[config.mk]
export PLATFORM = sky130hd
export DESIGN_NAME = i2s_tx
export DESIGN_NICKNAME = d
export VERILOG_FILES = /design/src/rtl/i2s_tx.sv
export SDC_FILE = /design/constraint.sdc
export NUM_CORES = 1
export LEC_CHECK = 0
export CAP_MARGIN = 20
export CORE_AREA = 2 2 85 66
export DETAILED_ROUTE_END_ITERATION = 8
export DIE_AREA = 0 0 87 68
export PLACE_DENSITY = 0.81
export SYNTH_ARGS = -nofsm -noshare
export SYNTH_HDL_FRONTEND = slang
export SYNTH_SLANG_ARGS = --single-unit
[constraint.sdc]
create_clock -name master_clk -period 2.4 [get_ports master_clk]
set_input_delay 0.24 -clock master_clk [delete_from_list [all_inputs] [get_ports master_clk]]
set_output_delay 0.24 -clock master_clk [all_outputs]
set_load 0.03 [all_outputs]
[src/rtl/i2s_tx.sv]
// i2s_tx: I2S frame serialiser timed by clk_div enables; define I2S_TX_LEFT_JUSTIFIED_EN for left-justified format
module i2s_tx #(
    parameter int SAMPLE_WIDTH = 16,
    parameter int SLOT_WIDTH = 32
) (
    input  logic                    master_clk,
    input  logic                    rst,
    input  logic                    sample_clk_en,
    input  logic                    bit_clk_en,
    input  logic [SAMPLE_WIDTH-1:0] sample_left,
    input  logic [SAMPLE_WIDTH-1:0] sample_right,
    input  logic                    tx_mute,
    output logic                    i2s_bclk,
    output logic                    i2s_lrclk,
    output logic                    i2s_sdata,
    output logic                    sample_latched,
    output logic                    sync_err
);
    localparam int PW = $clog2(2 * SLOT_WIDTH);
    localparam int CW = $clog2(4 * SLOT_WIDTH) + 1;
    localparam logic [CW-1:0] FULL = CW'(4 * SLOT_WIDTH);
`ifdef I2S_TX_LEFT_JUSTIFIED_EN
    localparam logic IDLE_LR = 1'b1;
`else
    localparam logic IDLE_LR = 1'b0;
`endif

    typedef enum logic {IDLE, RUN} state_t;
    state_t state;
    logic [CW-1:0] pcnt;
    logic [PW-1:0] pos;
    logic [SAMPLE_WIDTH-1:0] left_q;
    logic [SAMPLE_WIDTH-1:0] right_q;
    logic mute_q;

    function automatic logic lr_of(input logic [PW-1:0] p);
`ifdef I2S_TX_LEFT_JUSTIFIED_EN
        return int'(p) < SLOT_WIDTH;
`else
        return int'(p) >= SLOT_WIDTH;
`endif
    endfunction

    // Out-of-range shift amounts land outside the guarded slot window, so the shift result is never used there
    function automatic logic bit_of(input logic [PW-1:0] p, input logic [SAMPLE_WIDTH-1:0] l,
                                    input logic [SAMPLE_WIDTH-1:0] r, input logic m);
        int s;
        logic [SAMPLE_WIDTH-1:0] w;
        s = int'(p) % SLOT_WIDTH;
        w = (int'(p) >= SLOT_WIDTH) ? r : l;
`ifdef I2S_TX_LEFT_JUSTIFIED_EN
        w = w >> (SAMPLE_WIDTH - 1 - s);
        return !m && s < SAMPLE_WIDTH && w[0];
`else
        w = w >> (SAMPLE_WIDTH - s);
        return !m && s >= 1 && s <= SAMPLE_WIDTH && w[0];
`endif
    endfunction

    always_ff @(posedge master_clk) begin
        if (rst) begin
            state <= IDLE;
            pcnt <= '0;
            pos <= '0;
            left_q <= '0;
            right_q <= '0;
            mute_q <= 1'b0;
            i2s_bclk <= 1'b0;
            i2s_lrclk <= IDLE_LR;
            i2s_sdata <= 1'b0;
            sample_latched <= 1'b0;
            sync_err <= 1'b0;
        end else if (sample_clk_en) begin
            sync_err <= state == RUN && pcnt != FULL;
            state <= RUN;
            pcnt <= CW'(1);
            pos <= '0;
            left_q <= sample_left;
            right_q <= sample_right;
            mute_q <= tx_mute;
            i2s_bclk <= 1'b0;
            i2s_lrclk <= lr_of('0);
            i2s_sdata <= bit_of('0, sample_left, sample_right, tx_mute);
            sample_latched <= 1'b1;
        end else begin
            sample_latched <= 1'b0;
            sync_err <= 1'b0;
            // Odd pulses raise bclk; even pulses drop it and advance to the next bit
            if (state == RUN && bit_clk_en && pcnt < FULL) begin
                pcnt <= pcnt + 1'b1;
                i2s_bclk <= pcnt[0];
                if (!pcnt[0]) begin
                    pos <= pos + 1'b1;
                    i2s_lrclk <= lr_of(pos + 1'b1);
                    i2s_sdata <= bit_of(pos + 1'b1, left_q, right_q, mute_q);
                end
            end
        end
    end
endmodule

# Word level (Yosys, flattened, before mapping)

Cells that the tools add are included.

ROM bits: 0
Bits in writable memories: 0
Output and inout bits: 5
Bits in latches: 0
Memories: 0
Logic and storage cells: 38
Register bits: 53

Shift-type cells: 1
Multipliers: 0
Div/mod/pow operators: 0
Eq/ne operators: 1
Add/sub/neg operators: 3
$lt $le $gt $ge: 4
Bitwise operators: 2
Mux-type cells: 4
Reduce and logical (&&, ||, !) cells: 11

Operators by type and width:

| cell                | count |
|---|---|
| $shr 16x32->1       | 1 |
| $mux 16             | 1 |
| $add 8x1->8 const B | 1 |
| $lt 8x8->1 const B  | 1 |
| $ne 8x8->1 const B  | 1 |
| $add 6x1->6 const B | 1 |
| $ge 6x6->1 const B  | 1 |
| $logic_and 1x1->1   | 6 |
| $sub 5x5->6 const A | 1 |
| $ge 5x1->1 const B  | 1 |
| $le 5x5->1 const B  | 1 |
| $reduce_or 2->1     | 2 |
| $mux 1              | 3 |
| $not 1->1           | 2 |
| $reduce_and 2->1    | 1 |
| $reduce_bool 2->1   | 1 |
| $logic_not 1->1     | 1 |

# Logic depth before layout (Yosys ltp)

Depth in word-level cells: 5
Mapped depth: 11

# Worst setup path before layout

No wires, ideal clock.

Path kind: reg2reg
Start: reg pos[1]
End: reg i2s_sdata
Path buffers: 2
Setup slack: 0.338 ns
Clock period less this slack: 2.062 ns
Data required time: 2.271 ns
Arrival time: 1.933 ns
Cell stages (with the launch flop): 12
Cells stage by stage: dfxtp_1 -> inv_1 -> ha_1 -> clkbuf_8 -> clkbuf_8 -> o21ai_0 -> o21ai_0 -> mux2i_1 -> nand2_1 -> and3_1 -> nor4_1 -> nor4_2

Word-level cells in the longest chain between the ends: 5
Elaborated cells between the ends (all ways): 10
Those cells by class: add/sub (2); order compare (3); shift (1); mux (1); reduce/logical (3)

RTL lines:

| element                                            | RTL line | RTL |
|---|---|---|
| from (decl)                                        | 31       | `logic [PW-1:0] pos;` |
| from (signal assigned)                             | 93       | `pos <= pos + 1'b1;` |
| $add 6x1->6 (*)                                    | 95       | `i2s_sdata <= bit_of(pos + 1'b1, left_q, right_q, mute_q);` |
| $ge 6x6->1 or $ge 5x1->1 (tied branches)           | 50, 56   |  |
| $mux 16 or $logic_and 1x1->1 (tied branches)       | 50, 56   |  |
| $shr 16x32->1 or $logic_and 1x1->1 (tied branches) | 55, 56   |  |
| $logic_and 1x1->1 (*)                              | 56       | `return !m && s >= 1 && s <= SAMPLE_WIDTH && w[0];` |
| to (signal assigned)                               | 83       | `i2s_sdata <= bit_of('0, sample_left, sample_right, tx_mute);` |
| to (signal assigned)                               | 95       |  |
| to (decl)                                          | 15       | `output logic i2s_sdata,` |

Mark *: on every way between the ends. The rest lies on a longest branch, timed or not.
A chain may end at the register's enable or synchronous reset.

# Worst setup path in the final report

Ends and elaborated chain as after synthesis.

==> results.txt <==
I/O pin cnt -> 42
leading cell type in the layout, fill and taps excluded -> sky130_fd_sc_hd__nor2_1
x dimension of the die -> 87 um
Setup crit start kind -> flop
total wirelength of the detailed-routed design -> 5283 um
post-route worst setup slack -> 0.1681 ns
relative area change from synthesis to final layout -> 20.37%
Max Freq -> 448.0 MHz
worst vdd ir -> 316.6 uV
Die Y-Extent -> 68 um
overflow left after global routing -> 0
transition time at the pin with the least slew margin -> 0.4854 ns
endpoint arrival time on the critical path -> 2.42 ns
highest fanout seen on the critical path -> 10
post-synthesis async set-or-reset flop share -> 0
all-layer global routing usage -> 0.1925
total power density per cell area -> 534.9 nW/um2
commonest register cell after synthesis -> sky130_fd_sc_hd__dfxtp_1
DRT iter0 DRCs -> 106
Place WS -> 0.05455 ns
mean instance size in the synthesized netlist -> 9.490 um2
vias per cell -> 5.349
WL/cell -> 13.87 um
CTS tree -> yes
largest net degree at the start of global routing -> 37
clock latency on the worst-skew pair -> 0.30 ns
total instance count after detailed placement -> 373
Num CTS Buffers -> 5
fin nets -> 361
Critical Path End Type -> flop
count of inserted antenna diode cells -> 0
part of the Yosys area used for sequential elements -> 0.4036
unrepaired setup endpoints after global routing -> no
worst hold slack -> 0.2936 ns
vias in the first global route -> 1,898
cell internal power dissipation -> 1.296 mW
number of I/O port buffers -> 41
cell at the root of the clock tree -> sky130_fd_sc_hd__clkbuf_8
H-tree levels -> 2
drt first pass iters -> 4
share of post-route cells with drive strength above 1 -> 0.1285
initial core utilization -> 0.5103
Post CTS Setup Buffer Count -> 0
antenna violations before repair -> 0
total negative setup slack -> 0 ns
Syn Inst Count -> 277
Min-Delay Path Class -> in -> reg
dpl cell area -> 3057 um2
DPL Wire Length -> 3884 um
Clock Skew -> 0.008976 ns
LEAKAGE -> 1.293 nW
wire length of the first global-routing pass -> 8811 um
Max Buffers Root-to-Sink -> 2
commonest cells after routing, fill and taps aside -> 56 x sky130_fd_sc_hd__nor2_1, 52 x sky130_fd_sc_hd__dfxtp_1, 41 x sky130_fd_sc_hd__mux2i_1, 40 x sky130_fd_sc_hd__clkdlybuf4s50_1, 19 x sky130_fd_sc_hd__nand2_1
WP data required -> 2.59 ns
setup-violating endpoint count in the final report -> 0
EDFF count, synth -> 0
DIE AREA -> 5916 um2
Synth Cell Area -> 2629 um2
clock-pin transition on the worst setup and hold timing paths -> 0.09 ns
syn_nets -> 320
Flop pwr share -> 0.557
# clock sinks -> 53
relative contribution of combinational cells to total power -> 0.121
FP Rows -> 23
run status -> finished clean
Maximum Capacitance Violations -> 0
count of endpoints failing hold in the final timing report -> 0
routed via count -> 2,038
count of antenna-violating nets left after detailed routing -> 0
area of the core region -> 5151 um2
power share of the clock group -> 0.322
final slew viol count -> 0
post-route DRC violation count -> 0
Layout Cells excl Fill -> 381
part of the cycle the worst path needs -> 0.9300
headroom to the max-slew limit -> 0.6764
clock period minus final worst setup slack -> 2.232 ns
final estimated routing congestion in global placement -> 0.9069
start-to-end type of the worst setup path -> reg -> reg
Switching Fraction -> 0.2344
number of different library cells in the post-synthesis netlist -> 48
Design Area, Final -> 3164 um2
total of warnings raised by yosys -> 0
net load switching power -> 0.3967 mW
number of flip-flops and latches in the synthesized netlist -> 53
flip-flops by register name (all words and copies together) (netlist names), 6 cells and up:
register and cells:
left_q 16, right_q 16, pcnt 8, pos 6
cell type report:
| type | instances | area (um2) |
|---|---|---|
| clock inverter | 1 | 5.005 |
| inverter | 6 | 22.52 |
| timing repair buffer | 51 | 480.5 |
| clock buffer | 7 | 96.34 |
| fill | 415 | 1987 |
| sequential | 53 | 1062 |
| multi-input combinational | 201 | 1420 |
| tap | 62 | 77.57 |
path summary, 6_finish.rpt:
path | end | cells past startpoint | slack (ns) | from
setup / recovery | i2s_sdata | 6 | 0.17 | pos[1]
hold / removal | sample_latched | 3 | 0.29 | sample_clk_en
setup reg to reg | i2s_sdata | 6 | 0.17 | pos[1]
hold reg to reg | sync_err | 2 | 0.48 | state
Yosys cell counts (2+ instances only):
master,count,area share
sky130_fd_sc_hd__clkbuf_8,5,0.026
sky130_fd_sc_hd__xnor2_1,6,0.020
sky130_fd_sc_hd__o211ai_1,2,0.0057
sky130_fd_sc_hd__nor2b_1,2,0.0048
sky130_fd_sc_hd__o21ai_0,9,0.017
sky130_fd_sc_hd__or2b_2,2,0.0067
sky130_fd_sc_hd__nand4_1,2,0.0048
sky130_fd_sc_hd__or2_2,2,0.0048
sky130_fd_sc_hd__mux2_2,2,0.0086
sky130_fd_sc_hd__mux2i_1,41,0.16
sky130_fd_sc_hd__nand2_1,19,0.027
sky130_fd_sc_hd__and3_1,2,0.0048
sky130_fd_sc_hd__dfxtp_1,53,0.40
sky130_fd_sc_hd__nor2_1,56,0.080
sky130_fd_sc_hd__inv_1,6,0.0086
sky130_fd_sc_hd__o22ai_1,2,0.0048
sky130_fd_sc_hd__a21oi_1,6,0.011
sky130_fd_sc_hd__ha_1,6,0.029
sky130_fd_sc_hd__a31oi_1,4,0.0095
sky130_fd_sc_hd__clkbuf_1,8,0.011
sky130_fd_sc_hd__nand3_1,5,0.0095
sky130_fd_sc_hd__xor2_1,9,0.030
sky130_fd_sc_hd__a211oi_1,3,0.0086
kinds of logic (layout without fill, tap and decap cells):
kind of cell / count (synthesis) / count (layout) / synth area share
simple gates: 102 / 102 / 0.1842
flops: 53 / 53 / 0.4036
mux: 46 / 46 / 0.1885
compound gates: 31 / 31 / 0.07663
buf+inv: 23 / 65 / 0.05807
xor+xnor: 16 / 16 / 0.06045
fa+ha+maj: 6 / 6 / 0.02856
worst max-delay path, cell delays in order, from the launching register on:
cell and delay (ns):
sky130_fd_sc_hd__dfxtp_1 0.46, sky130_fd_sc_hd__inv_1 0.10, sky130_fd_sc_hd__ha_2 0.47, sky130_fd_sc_hd__mux4_4 0.67
sky130_fd_sc_hd__o221ai_2 0.17, sky130_fd_sc_hd__o2111a_1 0.20, sky130_fd_sc_hd__nor4_2 0.05
power by group through the flow:
stage	combinational [mW]	clock, mW	sequential, mW
floorplan	0.118	0	0.958
global placement	0.200	0	0.961
detailed placement	0.204	0	0.962
CTS	0.206	0.555	0.943
global route	0.224	0.594	0.948
finish	0.205	0.545	0.943
routing by layer:
layer	vias to the layer above	wire length, um	GRT usage
met4	0	46	0.06641
met3	4	248	0.04343
met2	47	2340	0.2977
met5	-	0	0
met1	952	2648	0.2660
li1	1035	-	-
through the flow:
stage	power (mW)	util
6_report	1.693	0.6143
5_1_grt	1.766	0.6143
4_1_cts	1.703	0.6131
3_5_place_dp	1.166	0.5934
3_3_place_gp	1.161	0.5934
2_1_floorplan	1.075	-
timing repair:
action | 4_1_cts | 5_1_grt
hold buffers | 0 | 0
setup endpoints to repair | 0 | 1
gates resized for setup | 0 | 3
(Power assumes the default switching activity.)
